<file path="src/rtl/batchnorm_pkg.sv">
// Shared types and width helpers for the batch-normalisation block family.
// Accumulator widths are chosen so a full channel of extreme values cannot overflow.
package batchnorm_pkg;

    typedef enum logic [1:0] {
        ACCUM = 2'd0,
        CALC  = 2'd1,
        OUT   = 2'd2
    } bn_state_t;

    function automatic int sum_bits(input int width, input int log2n);
        return width + log2n + 1;
    endfunction

    function automatic int sumsq_bits(input int width, input int log2n);
        return 2 * width + log2n;
    endfunction

    function automatic int cnt_bits(input int n);
        return (n <= 2) ? 1 : $clog2(n);
    endfunction

    function automatic int ch_bits(input int ch);
        return $clog2(ch) + 1;
    endfunction

endpackage

</file>
<file path="src/rtl/fxp_round_shift.sv">
// Signed right shift with round-half-away-from-zero; purely combinational.
// Works on the magnitude one bit wider than the input so the most negative value survives.
module fxp_round_shift #(
    parameter int IN_W_BITS  = 32,
    parameter int OUT_W_BITS = 16,
    parameter int SHIFT      = 1
) (
    input  logic signed [IN_W_BITS-1:0]  x,
    output logic signed [OUT_W_BITS-1:0] y
);

    generate
        if (SHIFT == 0) begin : g_pass
            assign y = OUT_W_BITS'(x);
        end else begin : g_round
            localparam int EW = IN_W_BITS + 1;
            localparam logic [EW-1:0] HALF = EW'(1) << (SHIFT - 1);

            logic                 neg;
            logic signed [EW-1:0] xe;
            logic        [EW-1:0] mag;
            logic        [EW-1:0] biased;
            logic        [EW-1:0] shifted;
            logic signed [EW-1:0] res;

            assign neg     = x[IN_W_BITS-1];
            assign xe      = EW'(x);
            assign mag     = neg ? -xe : xe;
            assign biased  = mag + HALF;
            assign shifted = biased >> SHIFT;
            assign res     = neg ? -$signed(shifted) : $signed(shifted);
            assign y       = OUT_W_BITS'(res);
        end
    endgenerate

endmodule

</file>
<file path="src/rtl/batchnorm_stats.sv">
// Per-channel mean and population variance over IN_H*IN_W elements; result valid two cycles
// after the last element of a channel. Input is stalled from the last element until the result is taken.
module batchnorm_stats
    import batchnorm_pkg::*;
#(
    parameter int CH    = 1,
    parameter int IN_H  = 1,
    parameter int IN_W  = 1,
    parameter int WIDTH = 16,
    parameter int FRAC  = 8
) (
    input  logic                     clk,
    input  logic                     rst_n,
    input  logic                     in_valid,
    output logic                     in_ready,
    input  logic signed [WIDTH-1:0]  in_data,
    output logic                     out_valid,
    input  logic                     out_ready,
    output logic signed [WIDTH-1:0]  out_mean,
    output logic signed [WIDTH-1:0]  out_var,
    output logic [$clog2(CH):0]      out_ch,
    output logic                     out_last
);

    localparam int N     = IN_H * IN_W;
    localparam int LOG2N = $clog2(N);
    localparam int SW    = sum_bits(WIDTH, LOG2N);
    localparam int QW    = sumsq_bits(WIDTH, LOG2N);
    localparam int CW    = cnt_bits(N);
    localparam int CHW   = ch_bits(CH);
    localparam int PW    = 2 * WIDTH;
    localparam int VW    = PW + 1;

    localparam logic signed [VW-1:0]    VAR_LIMIT = {{(VW - WIDTH + 1){1'b0}}, {(WIDTH - 1){1'b1}}};
    localparam logic signed [WIDTH-1:0] VAR_MAX   = {1'b0, {(WIDTH - 1){1'b1}}};

    bn_state_t state;
    bn_state_t state_nxt;

    logic signed [SW-1:0]    sum;
    logic signed [QW-1:0]    sumsq;
    logic        [CW-1:0]    cnt;
    logic        [CHW-1:0]   ch;

    logic                    in_fire;
    logic                    out_fire;
    logic                    last_elem;
    logic                    last_ch;

    logic signed [PW-1:0]    sq;
    logic signed [WIDTH-1:0] mean_r;
    logic signed [PW-1:0]    mean_sq;
    logic signed [PW-1:0]    ex2;
    logic signed [PW-1:0]    m2;
    logic signed [VW-1:0]    var_full;
    logic signed [WIDTH-1:0] var_sat;

    assign in_ready  = (state == ACCUM);
    assign out_valid = (state == OUT);
    assign in_fire   = in_valid & in_ready;
    assign out_fire  = out_valid & out_ready;
    assign last_elem = (cnt == CW'(N - 1));
    assign last_ch   = (ch == CHW'(CH - 1));
    assign out_ch    = ch;
    assign out_last  = out_valid & last_ch;

    always_comb begin
        state_nxt = state;
        case (state)
            ACCUM:   if (in_fire && last_elem) state_nxt = CALC;
            CALC:    state_nxt = OUT;
            OUT:     if (out_fire) state_nxt = ACCUM;
            default: state_nxt = ACCUM;
        endcase
    end

    assign sq = PW'(in_data) * PW'(in_data);

    fxp_round_shift #(
        .IN_W_BITS  (SW),
        .OUT_W_BITS (WIDTH),
        .SHIFT      (LOG2N)
    ) u_mean (
        .x (sum),
        .y (mean_r)
    );

    fxp_round_shift #(
        .IN_W_BITS  (QW),
        .OUT_W_BITS (PW),
        .SHIFT      (LOG2N + FRAC)
    ) u_ex2 (
        .x (sumsq),
        .y (ex2)
    );

    assign mean_sq = PW'(mean_r) * PW'(mean_r);

    fxp_round_shift #(
        .IN_W_BITS  (PW),
        .OUT_W_BITS (PW),
        .SHIFT      (FRAC)
    ) u_m2 (
        .x (mean_sq),
        .y (m2)
    );

    // Rounding of E[x^2] and mean^2 separately can push a near-zero variance slightly negative.
    always_comb begin
        var_full = VW'(ex2) - VW'(m2);
        var_sat  = var_full[WIDTH-1:0];
        if (var_full < 0) begin
            var_sat = '0;
        end else if (var_full > VAR_LIMIT) begin
            var_sat = VAR_MAX;
        end
    end

    always_ff @(posedge clk or negedge rst_n) begin
        if (!rst_n) begin
            state    <= ACCUM;
            sum      <= '0;
            sumsq    <= '0;
            cnt      <= '0;
            ch       <= '0;
            out_mean <= '0;
            out_var  <= '0;
        end else begin
            state <= state_nxt;
            if (in_fire) begin
                sum   <= sum + SW'(in_data);
                sumsq <= sumsq + QW'(sq);
                cnt   <= last_elem ? '0 : cnt + CW'(1);
            end
            if (state == CALC) begin
                out_mean <= mean_r;
                out_var  <= var_sat;
            end
            if (out_fire) begin
                sum   <= '0;
                sumsq <= '0;
                ch    <= last_ch ? '0 : ch + CHW'(1);
            end
        end
    end

endmodule

</file>
<file path="config.mk">
export PLATFORM = sky130hd
export DESIGN_NAME = batchnorm_stats
export DESIGN_NICKNAME = d
export VERILOG_FILES = /design/src/rtl/batchnorm_pkg.sv /design/src/rtl/fxp_round_shift.sv /design/src/rtl/batchnorm_stats.sv
export SDC_FILE = /design/constraint.sdc
export NUM_CORES = 2
export LEC_CHECK = 0
export CORE_MARGIN = 2
export CORE_UTILIZATION = 50
export DETAILED_ROUTE_END_ITERATION = 8
export PLACE_DENSITY_LB_ADDON = 0.2
export SLEW_MARGIN = 10
export SYNTH_ARGS = -nofsm -noshare
export SYNTH_HDL_FRONTEND = slang
export SYNTH_SLANG_ARGS = --single-unit
export TNS_END_PERCENT = 1
</file>
<file path="constraint.sdc">
create_clock -name clk -period 18.73 [get_ports clk]
set_clock_uncertainty 0.05 [all_clocks]
set_input_delay 4.6825 -clock clk [delete_from_list [all_inputs] [get_ports clk]]
set_output_delay 4.6825 -clock clk [all_outputs]
set_load 0.005 [all_outputs]
</file>
==> implementation parameters <==
Parameter                              Value

CTS
  # resized after CTS ... 0
  Clock buffers created by TritonCTS ... 9
  Clock root buffer ... sky130_fd_sc_hd__clkbuf_16
  Clock-pin slew of the registers on the worst-case setup and hold paths ... 70 ps
  Sinks on Clock Net ... 82
  Clock Path Buffers ... 2
  Worst-skew pair later-pin latency ... 370 ps
  Number of buffers inserted by post-CTS setup repair ... 0
  CTS Hold Bufs ... 0
  Number of H-tree levels ... 3
  Clock tree from TritonCTS ... done

Floorplan
  Die area ... 58180 sq um
  Number of placed I/O pins ... 56
  Die boundary width ... 241.2 um
  Floorplan Core Area ... 55420 sq um
  Num rows ... 86
  Die Y ... 241.2 um
  Starting Density ... 50.77%

Worst setup path
  Cell mode on critical path ... sky130_fd_sc_hd__fa_1
  Master of the slowest instance on the critical path ... sky130_fd_sc_hd__fa_1
  Startpoint types ... flop
  Worst-case register-to-register setup slack ... 4340 ps
  Data required time at the worst endpoint ... 18930 ps
  Crit-path max cell delay ... 860 ps
  R2R cell count ... 46
  R2r endpoint ... out_var[6]
  Sort of element at the end of the critical path ... flop
  Launching point of the worst reg2reg path ... sum[15]
  Kind of critical path ... flop to flop
  CP arrival ... 14590 ps
  CP max FO ... 39

Layout
  Finished Cell Area ... 29710 sq um
  Multi-input combinational cell area ... 23270 sq um
  Total Nets Final ... 4005
  Area growth from synthesis to layout ... 5.581%
  Area of all sequential standard cells ... 2052 sq um
  Fraction of final layout cells with drive strength greater than 1 ... 3.310%
  Total inserted antenna cells ... 0
  Post-Layout Cell Count ... 3981
  Filler instances ... 5178
  Core occupancy in the finished layout ... 53.61%

Yosys
  Post-synthesis cell area ... 28140 sq um
  Cells after Synth ... 3244
  Average instance area after synthesis ... 8.673 sq um
  Post-synth EDFFs ... 0
  Yosys warning total ... 0
  Yosys reg bits ... 82
  Number of library cell types mapped by synthesis ... 96
  Primary FF master, synth ... sky130_fd_sc_hd__dfrtp_1
  Proportion of synthesized chip area in sequential cells ... 7.293%
  Synthesized net count ... 4021
  Asr flop ratio synth ... 100.0%

Run status
  Run status ... complete, no violations

STA
  Time the final worst path needs with I/O delays and setup ... 14390 ps
  Final worst-path cycle share ... 76.84%
  Worst slew slack as a fraction of its limit ... 26.61%
  Worst slew pin tran ... 1084 ps
  Final Hold Vio Count ... 0
  Total negative slack for setup checks ... 0 ps
  Final-report max-slew violation count ... 0
  Unrepaired setup endpoints after global routing ... false
  Number of endpoints failing setup at the final stage ... 0
  Achievable clock frequency ... 69.48 MHz

GRT
  Global-route layer with the greatest usage ... met2
  Met3 routing resource usage after global routing ... 4.205%
  Met2 track demand over resource ... 42.07%
  GRT overflow ... 0
  Wire length of the first global-routing pass ... 118400 um
  Global-route usage over all layers ... 25.46%
  Pin count of the biggest net entering global routing ... 65
  Vias in the first global route ... 23448
  Fraction of met1 tracks used by global routing ... 35.41%
  Number of antenna violations at the first check in global routing ... 0

Place
  Count of port buffers added during placement ... 54
  Detailed placer's ending HPWL ... 58230 um
  Number of placed instances with taps included ... 3965
  Placer Congestion ... 0.9424
  Post-DP Area ... 29400 sq um

Route
  Average vias per placed instance ... 5.569
  DRC violation count after routing ... 0
  Initial DRC count ... 1562
  First drt pass iteration count ... 8
  ANT nets after route ... 0
  Vias post-DR ... 22170
  WL final ... 69870 um
  Routed WL per cell ... 17.55 um

Hold path
  Origin of the worst min-delay path ... out_mean[13]
  Hold WC Path Type ... flop to flop
  Min-Delay Path Depth ... 2
  Destination of the worst hold path ... out_mean[13]

Job
  Max-cap violation count ... 0
-- worst max-delay path: cells and delay by family (launching register included) --
kind                     cells  cell delay, ps
AO/OA/AOI/OAI               12            2290
adder cells (fa/ha/maj)      9            4400
flip-flops                   1             720
XOR/XNOR                     1             180
AND/OR/NAND/NOR             18            4920
buffers and inverters        6            1670
-- layout by cell type (no fill, tap or decap), types with 15 or more instances in the layout --
master	n
sky130_fd_sc_hd__nand4_1	21
sky130_fd_sc_hd__o31ai_1	17
sky130_fd_sc_hd__a21oi_1	146
sky130_fd_sc_hd__xor2_1	74
sky130_fd_sc_hd__nor2_1	151
sky130_fd_sc_hd__or3_1	24
sky130_fd_sc_hd__nor3_1	57
sky130_fd_sc_hd__ha_1	255
sky130_fd_sc_hd__mux2i_1	16
sky130_fd_sc_hd__a211oi_1	15
sky130_fd_sc_hd__a21o_1	36
sky130_fd_sc_hd__a31oi_1	17
sky130_fd_sc_hd__nand3_1	41
sky130_fd_sc_hd__fa_1	502
sky130_fd_sc_hd__nand2b_1	37
sky130_fd_sc_hd__and2_1	88
sky130_fd_sc_hd__and3_1	18
sky130_fd_sc_hd__inv_1	630
sky130_fd_sc_hd__nor4_1	17
sky130_fd_sc_hd__o21ai_0	142
sky130_fd_sc_hd__buf_4	29
sky130_fd_sc_hd__nor2b_1	30
sky130_fd_sc_hd__nand2_1	311
sky130_fd_sc_hd__clkdlybuf4s50_1	53
sky130_fd_sc_hd__dfrtp_1	82
sky130_fd_sc_hd__xnor2_1	149
-- per-stage QoR --
step	hold WS [ps]	worst slack (ps)
after floorplan	423.3	4896
after global placement	411.7	4965
after detailed placement	420.4	4506
after CTS	437.0	4417
after global routing	462.5	2957
final	436.4	4338
-- metal layers --
| metal | up-vias | share of wire (%) |
|---|---|---|
| met5 | - | 0 |
| met4 | 0 | 2.0 |
| met3 | 94 | 6.3 |
| met2 | 597 | 47 |
| met1 | 11071 | 44 |
| li1 | 10408 | - |
-- cell usage after synthesis (41+ instances only) --
master                     count  share of area (%)
sky130_fd_sc_hd__nand2_1     311                4.1
sky130_fd_sc_hd__inv_1       630                8.4
sky130_fd_sc_hd__fa_1        502                 36
sky130_fd_sc_hd__and2_1       88                2.0
sky130_fd_sc_hd__dfrtp_1      82                7.3
sky130_fd_sc_hd__o21ai_0     142                2.5
sky130_fd_sc_hd__xnor2_1     149                4.6
sky130_fd_sc_hd__a21oi_1     146                2.6
sky130_fd_sc_hd__nand3_1      41               0.73
sky130_fd_sc_hd__nor2_1      153                2.0
sky130_fd_sc_hd__ha_1        255                 11
sky130_fd_sc_hd__xor2_1       74                2.3
sky130_fd_sc_hd__nor3_1       57                1.0
sky130_fd_sc_hd__clkbuf_1     98                1.3
-- worst max path at each step --
| stage | startpoint | endpoint | cells after the start |
|---|---|---|---|
| 6_report | sum[15] | out_var[6] | 46 |
| 5_1_grt | sum[15] | out_var[10] | 51 |
| 4_1_cts | sum[15] | out_var[6] | 46 |
| 3_5_place_dp | sum[15] | out_var[8] | 46 |
| 3_3_place_gp | sum[15] | out_var[14] | 46 |
| 2_1_floorplan | sum[1] | out_var[10] | 51 |
-- sequential cells by signal (all words and copies together), names as in the netlist --
name / flops
out_mean: 16
out_var: 16
state: 2
sum: 16
sumsq: 32
-- area by class of cell --
| cell class | instances | share of cell area, % |
|---|---|---|
| multi-input cells | 2415 | 78.32 |
| clock inverters | 7 | 0.2822 |
| repair buffers | 82 | 2.519 |
| well taps | 748 | 3.151 |
| clock buffers | 9 | 0.7581 |
| flip-flops and latches | 82 | 6.908 |
| inverters | 638 | 8.062 |
-- cells by family (layout without fill, tap and decap cells) --
| logic type | Yosys count | count (layout) | share of synthesized area, % |
|---|---|---|---|
| and+or+nand+nor | 858 | 858 | 14.94 |
| other | 1 | 1 | 0.01333 |
| buffers and inverters | 747 | 736 | 10.09 |
| DFF | 82 | 82 | 7.293 |
| xor gates and xnor gates | 223 | 223 | 6.942 |
| adders and majority gates | 757 | 757 | 47.06 |
| muxes | 24 | 24 | 0.8894 |
| AOI/OAI and AO/OA | 552 | 552 | 12.78 |
Power is left out: the tool's default activity adds up to more than one toggle a clock period on the data nets, which glitch-free logic cannot reach.
